===== config.mk =====
export PLATFORM = sky130hd
export DESIGN_NAME = c_ext_fetch_sequencer
export DESIGN_NICKNAME = d
export VERILOG_FILES = /design/src/rtl/c_ext_fetch_sequencer.sv
export SDC_FILE = /design/constraint.sdc
export NUM_CORES = 1
export LEC_CHECK = 0
export CAP_MARGIN = 20
export CORE_MARGIN = 3
export CORE_UTILIZATION = 44
export CTS_BUF_LIST = sky130_fd_sc_hd__clkbuf_2 sky130_fd_sc_hd__clkbuf_4 sky130_fd_sc_hd__clkbuf_8
export DETAILED_ROUTE_END_ITERATION = 10
export GPL_TIMING_DRIVEN = 0
export PLACE_DENSITY = 0.95
export SLEW_MARGIN = 20
export SYNTH_ARGS = -nofsm -noshare
export SYNTH_HDL_FRONTEND = slang
export SYNTH_SLANG_ARGS = --single-unit

===== constraint.sdc =====
create_clock -name i_clk -period 5.1 [get_ports i_clk]
set_input_delay 1.53 -clock i_clk [delete_from_list [all_inputs] [get_ports i_clk]]
set_output_delay 1.53 -clock i_clk [all_outputs]
set_load 0.005 [all_outputs]

===== src/rtl/c_ext_fetch_sequencer.sv =====
// IF-stage C-extension fetch sequencer: tracks parcel position, the buffered word,
// sequences word-straddling 32-bit instructions and decides the PC advance.
module c_ext_fetch_sequencer #(
    parameter int unsigned XLEN = 32
) (
    input  logic            i_clk,
    input  logic            i_rst_n,
    input  logic            i_stall,
    input  logic            i_flush,
    input  logic [XLEN-1:0] i_pc_reg,
    input  logic [XLEN-1:0] i_instr,
    input  logic [XLEN-1:0] i_effective_instr,
    input  logic            i_is_compressed,
    output logic            o_prev_was_compressed_at_lo,
    output logic            o_prev_was_compressed_at_lo_saved,
    output logic            o_stall_registered,
    output logic [XLEN-1:0] o_instr_buffer,
    output logic            o_spanning_wait_for_fetch,
    output logic            o_spanning_in_progress,
    output logic [15:0]     o_spanning_buffer,
    output logic [15:0]     o_spanning_second_half,
    output logic            o_fetch_next_word,
    output logic [2:0]      o_pc_advance
);

    localparam int unsigned HALF_W = 16;

    typedef enum logic [1:0] {
        RUN        = 2'd0,
        SPAN_WAIT  = 2'd1,
        SPAN_READY = 2'd2
    } state_t;

    state_t state;
    state_t state_next;
    logic   blocked;
    logic   pc_hi;
    logic   unused_pc_bits;

    assign pc_hi          = i_pc_reg[1];
    assign blocked        = i_stall | i_flush | ~i_rst_n;
    assign unused_pc_bits = ^{i_pc_reg[XLEN-1:2], i_pc_reg[0]};

    // State register
    always_ff @(posedge i_clk) begin
        if (!i_rst_n) begin
            state <= RUN;
        end else begin
            state <= state_next;
        end
    end

    // Next state plus the two combinational outputs (advance / next-word request)
    always_comb begin
        state_next        = state;
        o_pc_advance      = 3'd0;
        o_fetch_next_word = 1'b0;
        if (i_flush) begin
            state_next = RUN;
        end else if (!blocked) begin
            unique case (state)
                RUN: begin
                    if (i_is_compressed) begin
                        o_pc_advance = 3'd2;
                    end else if (!pc_hi) begin
                        o_pc_advance = 3'd4;
                    end else begin
                        o_fetch_next_word = 1'b1;
                        state_next        = SPAN_WAIT;
                    end
                end
                SPAN_WAIT: begin
                    o_fetch_next_word = 1'b1;
                    state_next        = SPAN_READY;
                end
                SPAN_READY: begin
                    o_pc_advance = 3'd4;
                    state_next   = RUN;
                end
                default: begin
                    state_next = RUN;
                end
            endcase
        end
    end

    // Fetch-state registers; stall holds everything but the stall tracker
    always_ff @(posedge i_clk) begin
        if (!i_rst_n) begin
            o_prev_was_compressed_at_lo       <= 1'b0;
            o_prev_was_compressed_at_lo_saved <= 1'b0;
            o_stall_registered                <= 1'b0;
            o_instr_buffer                    <= '0;
            o_spanning_wait_for_fetch         <= 1'b0;
            o_spanning_in_progress            <= 1'b0;
            o_spanning_buffer                 <= '0;
            o_spanning_second_half            <= '0;
        end else begin
            o_stall_registered        <= i_stall;
            o_spanning_wait_for_fetch <= (state_next == SPAN_WAIT);
            o_spanning_in_progress    <= (state_next == SPAN_READY);
            if (i_flush) begin
                o_prev_was_compressed_at_lo       <= 1'b0;
                o_prev_was_compressed_at_lo_saved <= 1'b0;
                o_instr_buffer                    <= '0;
                o_spanning_buffer                 <= '0;
                o_spanning_second_half            <= '0;
            end else if (i_stall) begin
                if (!o_stall_registered) begin
                    o_prev_was_compressed_at_lo_saved <= o_prev_was_compressed_at_lo;
                end
            end else begin
                unique case (state)
                    RUN: begin
                        if (i_is_compressed && !pc_hi) begin
                            o_prev_was_compressed_at_lo <= 1'b1;
                            o_instr_buffer              <= i_effective_instr;
                        end else begin
                            o_prev_was_compressed_at_lo <= 1'b0;
                        end
                        if (!i_is_compressed && pc_hi) begin
                            o_spanning_buffer <= i_effective_instr[XLEN-1:XLEN-HALF_W];
                        end
                    end
                    SPAN_WAIT: begin
                        o_spanning_second_half <= i_instr[HALF_W-1:0];
                        o_instr_buffer         <= i_instr;
                    end
                    SPAN_READY: begin
                        // Upper half of the fetched word is the next parcel at PC[1]=1
                        o_prev_was_compressed_at_lo <= 1'b1;
                    end
                    default: begin
                        o_prev_was_compressed_at_lo <= 1'b0;
                    end
                endcase
            end
        end
    end

endmodule


# Word-level counts from Yosys, hierarchy flattened
# Cells that the tools add are included.
# classes
bitwise_logic,6
eq_ne,5
mux,19
reduce_logical,12
# ops
op,n
32-bit case mux with 2 select lines,1
32-bit 2-to-1 mux,1
3-bit 2-to-1 mux,4
2-bit 2-to-1 mux,4
3-bit case mux with 2 select lines,1
2-bit AND reduction,3
3-bit AND reduction,2
1-bit 2-to-1 mux,5
2-bit by 1-bit == test with 1-bit output (second input constant),2
2-bit == test (second input constant),2
1-bit inverter,4
2-bit case mux with 2 select lines,1
1-bit case mux with 3 select lines,1
1-bit logical AND,2
1-bit zero test,2
2-bit zero test,1
2-bit inequality test (second input constant),1
1-bit bitwise OR,2
1-bit case mux with 2 select lines,1
2-bit nonzero test,1
2-bit OR reduction,1
# word_totals
reg_bits,71
output_inout_bits,73
word_cells,51
in_bits,101

# Depth between registers and ports, before layout
# Gate-level depths: netlist (run 1).
# logic_depth
ltp_word,6
ltp_mapped,6
depth_no_buf,3

# Least setup slack after synthesis (run 1)
# Ideal clock, no wire load.
# synth_timing
kind,input to output
start,in i_flush
end,out o_pc_advance[1]
slack_ns,1.248
arrival_time_ns,2.322
required_ns,3.570
stages,5
path_buffers,2
path_cell_list,and2b_1 > buf_2 > buf_2 > nand2_1 > nor3_1
# synth_via
elab_chain_len,4
# synth_rtl
item,line_no,text
start: declaration,9,"input logic i_flush,"
1-bit bitwise OR (2 in series),41,assign blocked = i_stall | i_flush | ~i_rst_n;
3-bit 2-to-1 mux,60,end else if (!blocked) begin
3-bit 2-to-1 mux *,58,if (i_flush) begin
end: declaration,23,output logic [2:0] o_pc_advance
# Every way passes the cells marked *; elsewhere a longest branch is shown, timed or not.

# Worst setup path after layout (run 1)
# layout_timing
start,in i_rst_n
end,out o_pc_advance[1]
# layout_via
elab_chain_len,4
# layout_rtl
item,line_no,text
start: declaration,7,"input logic i_rst_n,"
1-bit inverter (no line),-,
1-bit bitwise OR,41,
3-bit 2-to-1 mux,60,
3-bit 2-to-1 mux,58,
# Every way passes these cells.

==> results of run 1 <==
worst paths after layout:
kind	startpoint	end	slack (ns)	depth (start not counted)
setup / recovery	i_rst_n	o_pc_advance[1]	0.10	6
hold / removal	o_spanning_buffer[10]	o_spanning_buffer[10]	0.47	2
setup reg to reg	state[1]	o_instr_buffer[18]	3.62	5
hold reg to reg	o_spanning_buffer[10]	o_spanning_buffer[10]	0.47	2
through the flow:
stage | util, % | setup slack (ns) | TNS [ns]
floorplan | - | 1.25 | 0
global route | 69.2 | 0.0283 | 0
global placement | 66.6 | 0.0160 | 0
detailed placement | 66.6 | -0.0289 | -0.0289
finish | 69.2 | 0.103 | 0
CTS | 69.2 | 0.107 | 0
placed cells by master, fill, tap and decap left out, types with 2 or more instances in the layout:
cell type        count
a21oi_1             37
buf_2               12
buf_4                3
buf_6                8
clkbuf_1             8
clkbuf_8            13
clkdlybuf4s50_1    141
dfxtp_1             71
mux2i_1             65
nand2_1             36
nor2_1              20
nor2_4               2
nor2b_1              2
o21a_1               2
o21ai_0              2
o221ai_1            32
or2_2               32
tightest hold or removal path, stage by stage (launching register included):
cell and delay [ns]:
dfxtp_1 0.31, nand2_1 0.05, mux2i_1 0.05
flip-flops by register name (all words and copies together), names as in the netlist:
register,flops
o_instr_buffer,32
o_spanning_buffer,16
o_spanning_second_half,16
state,2
o_prev_was_compressed_at_lo,1
o_prev_was_compressed_at_lo_saved,1
o_spanning_in_progress,1
o_spanning_wait_for_fetch,1
o_stall_registered,1
layout make-up:
cell class	instances	area [µm²]
Timing Repair Buffer	141	1410
Sequential cell	71	1420
Clock inverter	2	12.5
Multi-Input combinational cell	240	1660
Buffer	33	226
Inverter	1	3.75
Tap cell	99	124
Fill cell	578	2240
Clock buffer	14	186
cells by family after synthesis:
logic type	after synthesis	share of synthesized area [%]
AND/OR/NAND/NOR	100	15.3
AO/OA/AOI/OAI	74	15.1
flip-flops	71	42.8
multiplexers	65	19.6
buffers and inverters	35	7.09
other	1	0.113
layer usage:
metal	routed length, µm	track usage, %	up-vias
met2	5230	42.2	136
li1	-	-	1531
met5	0	0	-
met3	775	6.34	20
met4	167	6.84	0
met1	4310	28.4	1551
power by group:
part           internal [mW]  switching [mW]  total (mW)
logic                 0.0960          0.0715       0.167
registers              0.563         0.00588       0.569
clock network          0.235           0.207       0.442
total                  0.894           0.284        1.18
==> flow_metrics.tcl, run 1 <==
set metrics [dict create \
    maxSlewViolCount 0 \
    outcome "finished, final reports clean" \
    numCtsBuffers 9 \
    grt_pass1_wl_um 16500 \
    cts_tree "built" \
    drtPass1Iterations 4 \
    cp.required_ns 3.57 \
    routed_wl_um 10500 \
    period_share_pct 98.0 \
    cts_buffer_depth 2 \
    synth_area_um2 3320 \
    rsz0062_at_grt "no" \
    vdd_drop_max_v 0.000165 \
    timing.hold.ws_ns 0.466 \
    num_vias 3238 \
    synth_top_area_share_pct 42.8 \
    place_area_um2 4850 \
    postCtsHoldBufs 0 \
    cts_sinks 71 \
    ys.flop_type "dfxtp_1" \
    slowest_delay_ns 0.55 \
    io_buffers 141 \
    synth_area_per_cell_um2 9.59 \
    yosysMostFrequentCell "dfxtp_1" \
    post-route-drc-count 0 \
    synth-edff-count 0 \
    max-cap-violations 0 \
    dp_cells 586 \
    cts_resized 0 \
    hp-class "reg2reg" \
    criticalPathCategory "in2out" \
    seq_area_frac_synth_pct 42.8 \
    p_leak_nw 1.96 \
    fmax_mhz 200 \
    critPathMaxFanout 19 \
    path_delay_family "buffers and inverters" \
    endpoint_kind "output port" \
    synthArstFlopShare_pct 0 \
    syn2layout_area_growth_pct 52.1 \
    track_usage_pct 23.9 \
    clk_pin_slew_ns 0.07 \
    ys.warnings.count 0 \
    fin_total_pwr_mw 1.18 \
    fin_cells 601 \
    core_um2 7290 \
    drt_iter0_drc 136 \
    rows 31 \
    synthTopCellsByArea "dfxtp_1 43%, mux2i_1 20%, o221ai_1 8.4%" \
    initial_core_util_pct 45.5 \
    grt_start_max_net_pins 20 \
    ys_ff_latch 71 \
    grt_overflow 0 \
    fin_nets 598 \
    drt-wirelength-per-cell_um 17.4 \
    first_global_vias 3393 \
    crit_buf_inv 3 \
    synth_cells 346 \
    antenna_left 0 \
    synthTopCellsByCount "71 x dfxtp_1, 65 x mux2i_1, 37 x a21oi_1, 36 x nand2_1" \
    powerDensity_nw_per_um2 233 \
    synth_cell_types 28 \
    dieArea_um2 8620 \
    hold_violations 0 \
    path_cells "clkdlybuf4s50_1 > and2b_1 > buf_2 > nand2_1 > nor3_1 > clkdlybuf4s50_1" \
    vias_per_cell 5.39 \
    yosys.area.top_type "dfxtp_1" \
    cp.arrival_ns 3.47 \
    fin_crit_ns 5.00 \
    worstMarginPinSlew_ns 0.514 \
    die_w_um 92.8 \
    fin_skew_ns 0.00761 \
    antenna_found_initial 0 \
    hpwl_um 7860 \
    clockRootBuffer "clkbuf_8" \
    die_height_um 92.8 \
    design_area_um2 5050 \
    drive_above_1_share_pct 15.1 \
    slew_headroom_pct 65.7 \
    io-pin-count 174 \
    mappedNetlistNets 447 \
    gp_congestion 0.886 \
    setup_viol 0 \
    insertion_delay_ns 0.33 \
    htreeDepth 3 \
    cts_setup_buffers 0 \
    cpMostUsedCell "clkdlybuf4s50_1" \
    crit_path_start_kind "input pin" \
    crit_slowest_cell "clkdlybuf4s50_1" \
    diodes 0 \
]
Note: power is estimated with default switching activity, not from simulation.
==> run 2, diff against run 1 <==
Settings changed: CORE_ASPECT_RATIO set to 1.5, CORE_UTILIZATION 44 to 37, PLACE_DENSITY 0.95 to 0.89, SLEW_MARGIN 20 to 0.
Clock period 5.1 ns to 4.1 ns, I/O delays scaled along.
==> flow_metrics.tcl, run 2 (same netlist as run 1, synthesis figures left out) <==
set metrics [dict create \
    fin_nets 599 \
    gp_congestion 0.780 \
    routed.top_layer "met4" \
    crit_buf_inv 3 \
    period_share_pct 97.3 \
    crit_path_start_kind "input pin" \
    max-cap-violations 0 \
    outcome "finished, final reports clean" \
    final_core_util_pct 59.6 \
    criticalPathCategory "in2out" \
    routed_wl_um 10100 \
    antenna_found_initial 0 \
    fin_cells 610 \
    rows 41 \
    fin_skew_ns 0.00556 \
    io_buffers 141 \
    grt_pass1_wl_um 16500 \
    die_w_um 83.3 \
    slowest_delay_ns 0.50 \
    insertion_delay_ns 0.33 \
    drt_iter0_drc 135 \
    io-pin-count 174 \
    met2_length_um 5380 \
    multi_input_area_um2 1670 \
    final_common_cell "clkdlybuf4s50_1" \
    core_um2 8570 \
    powerDensity_nw_per_um2 294 \
    hold_violations 0 \
    slew_headroom_pct 66.0 \
    top_regs "o_instr_buffer x32, o_spanning_buffer x16, o_spanning_second_half x16" \
    p_leak_nw 2.00 \
    endpoint_kind "output port" \
    cts_tree "built" \
    setup_viol 0 \
    cpMostUsedCell "clkdlybuf4s50_1" \
    fin_crit_ns 3.99 \
    vdd_drop_max_v 0.000200 \
    grt_start_max_net_pins 20 \
    antenna_left 0 \
    drtPass1Iterations 4 \
    grt_overflow 0 \
    worstMarginPinSlew_ns 0.510 \
    clockRootBuffer "clkbuf_8" \
    maxSlewViolCount 0 \
    htreeDepth 3 \
    path_delay_family "buffers and inverters" \
    cts_buffer_depth 2 \
    dp_cells 594 \
    cp.required_ns 2.87 \
    postCtsHoldBufs 0 \
    vias_per_cell 5.15 \
    post-route-drc-count 0 \
    wl_met1_um 4000 \
    layout_common_cells "140 x clkdlybuf4s50_1, 71 x dfxtp_1, 65 x mux2i_1" \
    clk_pin_slew_ns 0.07 \
    final-seq-area_um2 1420 \
    drive_above_1_share_pct 15.9 \
    syn2layout_area_growth_pct 54.0 \
    regMostFlops "o_instr_buffer" \
    hp-class "reg2reg" \
    dieArea_um2 10200 \
    timing.hold.ws_ns 0.461 \
    die_height_um 122 \
    fmax_mhz 251 \
    track_usage_pct 20.3 \
    numCtsBuffers 9 \
    largest_reg_flops 32 \
    crit_slowest_cell "clkdlybuf4s50_1" \
    nFillCells 728 \
    hpwl_um 7810 \
    wl_met3_um 588 \
    place_area_um2 4860 \
    rsz0062_at_grt "no" \
    path_cells "clkdlybuf4s50_1 > and2b_2 > buf_12 > o211a_1 > clkdlybuf4s50_1" \
    design_area_um2 5110 \
    drt-wirelength-per-cell_um 16.6 \
    first_global_vias 3366 \
    num_vias 3142 \
    critPathMaxFanout 19 \
    cts_sinks 71 \
    cp.arrival_ns 2.76 \
    diodes 0 \
    initial_core_util_pct 38.7 \
]
[run 2: worst register-to-register path: stages, from the launching register on]
cell and delay, ns:
dfxtp_1 0.30, buf_4 0.17, nor2b_2 0.11, buf_4 0.18, buf_6 0.19, mux2i_1 0.26, a21oi_1 0.10
[run 2: worst paths after layout]
kind | from | end | slack (ns) | cells past startpoint
worst max-delay path | i_rst_n | o_pc_advance[2] | 0.11 | 5
worst min-delay path | o_spanning_buffer[4] | o_spanning_buffer[4] | 0.46 | 2
worst max register to register | state[1] | o_instr_buffer[5] | 2.67 | 6
worst min register to register | o_spanning_buffer[4] | o_spanning_buffer[4] | 0.46 | 2
[run 2: layout make-up]
cell class                 instances  area share [%]
clock buffer                      13            3.38
sequential                        71            27.8
inverter                           1          0.0735
tap                              107            2.62
timing repair buffer             142            27.8
clock inverter                     3           0.784
buffer                            33            4.73
multi-input combinational        240            32.8
[run 2: timing repair]
| item | 4_1_cts | 5_1_grt |
|---|---|---|
| setup endpoints to repair | 2 | 2 |
| pin swaps | 0 | 0 |
| gates resized for setup | 5 | 3 |
| setup buffers | 1 | 0 |
[run 2: metal layers]
metal	GRT usage [%]	vias to the layer above
met5	0	-
met4	7.36	0
met3	6.22	13
met2	37.6	108
met1	21.5	1490
li1	-	1531
[run 2: power breakdown]
| group | leakage, nW | total [mW] | internal [mW] | switching [mW] |
|---|---|---|---|---|
| combinational | 1.32 | 0.209 | 0.122 | 0.0870 |
| clock | 0.113 | 0.584 | 0.336 | 0.248 |
| sequential | 0.574 | 0.708 | 0.701 | 0.00751 |
[run 2: through the flow]
| step | setup slack [ns] | power, mW | setup TNS (ns) |
|---|---|---|---|
| floorplan | 0.848 | 0.808 | 0 |
| global placement | -0.364 | 0.925 | -0.634 |
| detailed placement | -0.378 | 0.929 | -0.673 |
| CTS | 0.00708 | 1.52 | 0 |
| global route | 0.0666 | 1.56 | 0 |
| finish | 0.109 | 1.50 | 0 |
==> run 3, diff against run 2 <==
Settings changed: SETUP_SLACK_MARGIN set to 0.1.
==> flow_metrics.tcl, run 3 (same netlist as run 1, synthesis figures left out) <==
set metrics [dict create \
    worstHoldPathCells 2 \
    grt_start_max_net_pins 12 \
    io_buffers 141 \
    cpMostUsedCell "clkdlybuf4s50_1" \
    path_cells "clkdlybuf4s50_1 > buf_6 > nor4_2 > clkdlybuf4s50_1" \
    worstMarginPinSlew_ns 0.511 \
    rr_worst_depth 5 \
    drive_above_1_share_pct 16.0 \
    rows 41 \
    fin_total_pwr_mw 1.50 \
    fmax_mhz 253 \
    power.internal_mw 1.16 \
    gp_congestion 0.780 \
    post-route-drc-count 0 \
    first_global_vias 3360 \
    p_leak_nw 2.00 \
    htreeDepth 3 \
    path_delay_family "buffers and inverters" \
    grt_overflow 0 \
    p_switching_uw 343 \
    outcome "finished, final reports clean" \
    crit_slowest_cell "clkdlybuf4s50_1" \
    fin_ws_ns 0.153 \
    top_regs "o_instr_buffer x32, o_spanning_buffer x16, o_spanning_second_half x16" \
    hpwl_um 7810 \
    clockRootBuffer "clkbuf_8" \
    critPathMaxFanout 10 \
    largest_reg_flops 32 \
    postCtsHoldBufs 0 \
    p_comb_share_pct 14.0 \
    maxSlewViolCount 0 \
    dp_cells 594 \
    initial_core_util_pct 38.7 \
    slew_headroom_pct 65.9 \
    num_vias 3149 \
    die_height_um 122 \
    dpl_worst_slack_ns -0.378 \
    drt_iter0_drc 131 \
    drt-wirelength-per-cell_um 16.6 \
    vdd_drop_max_v 0.000201 \
    core_um2 8570 \
    numCtsBuffers 9 \
    fin_nets 601 \
    use_met3_pct 6.22 \
    period_share_pct 96.3 \
    nFillCells 730 \
    met1_usage_pct 21.8 \
    final_common_cell "clkdlybuf4s50_1" \
    rsz0062_at_grt "no" \
    io-pin-count 174 \
    clk_pin_slew_ns 0.07 \
    cp.required_ns 2.87 \
    antenna_left 0 \
    max-cap-violations 0 \
    setup_viol 0 \
    top_usage_layer "met2" \
    crit_buf_inv 3 \
    criticalPathCategory "in2out" \
    fin_skew_ns 0.00523 \
    hp-class "reg2reg" \
    crit_path_start_kind "input pin" \
    insertion_delay_ns 0.33 \
    die_w_um 83.3 \
    grtUsageMet2_pct 37.4 \
    worst-path-stages 4 \
    antenna_found_initial 0 \
    endpoint_kind "output port" \
    regMostFlops "o_instr_buffer" \
    track_usage_pct 20.3 \
    p_clk_share_pct 38.9 \
    place_area_um2 4860 \
    fin_cells 612 \
    vias_per_cell 5.15 \
    layout_common_cells "139 x clkdlybuf4s50_1, 71 x dfxtp_1, 65 x mux2i_1" \
    swShare_pct 22.8 \
    routed_wl_um 10100 \
    cts_sinks 71 \
    design_area_um2 5110 \
    hold_violations 0 \
    diodes 0 \
    cts_buffer_depth 2 \
    fin_crit_ns 3.95 \
    powerDensity_nw_per_um2 294 \
    power_frac_seq_pct 47.1 \
    drtPass1Iterations 4 \
    grt_pass1_wl_um 16600 \
    rrSetupSlack_ns 2.68 \
    slowest_delay_ns 0.54 \
    dieArea_um2 10200 \
    cts_tree "built" \
    cp.arrival_ns 2.72 \
    syn2layout_area_growth_pct 54.1 \
]
run 3: power by group through the flow:
stage | sequential, mW | clock [mW] | combinational, mW
floorplan | 0.724 | 0 | 0.0847
global placement | 0.723 | 0 | 0.202
detailed placement | 0.724 | 0 | 0.206
CTS | 0.708 | 0.601 | 0.211
global route | 0.709 | 0.628 | 0.227
finish | 0.708 | 0.585 | 0.210
run 3: worst paths after layout:
| check | startpoint | to |
|---|---|---|
| worst max-delay path | i_stall | o_fetch_next_word |
| worst min-delay path | o_spanning_buffer[4] | o_spanning_buffer[4] |
| worst max register to register | state[1] | o_instr_buffer[16] |
| worst min register to register | o_spanning_buffer[4] | o_spanning_buffer[4] |
run 3: worst min-delay path: stages, from the launching register on:
cell	delay, ns
dfxtp_1	0.31
nand2_1	0.05
mux2i_1	0.06
run 3: what timing repair did:
action / CTS / global route
buffers inserted: 2 / 0
endpoints found under the setup margin: 3 / 0
gates resized for setup: 9 / 0
run 3: layout make-up:
cell class	instances	area [µm²]	area share [%]
buffer	34	248	4.85
clock buffer	13	173	3.38
clock inverter	3	40.0	0.783
inverter	1	3.75	0.0734
multi-input combinational	240	1670	32.6
sequential	71	1420	27.8
tap	107	134	2.62
timing repair buffer	143	1420	27.9
run 3: through the flow:
step / TNS, ns / hold WS, ns / util [%]
final: 0 / 0.461 / 59.7
after global placement: -0.634 / 0.446 / 56.8
after floorplan: 0 / 0.454 / -
after detailed placement: -0.673 / 0.455 / 56.8
after global routing: 0 / 0.487 / 59.7
after CTS: 0 / 0.465 / 59.7
run 3: metal layers:
| layer | wire (µm) | vias up |
|---|---|---|
| met1 | 3990 | 1493 |
| met5 | 0 | - |
| met2 | 5350 | 107 |
| met4 | 198 | 0 |
| met3 | 595 | 15 |
| li1 | - | 1534 |
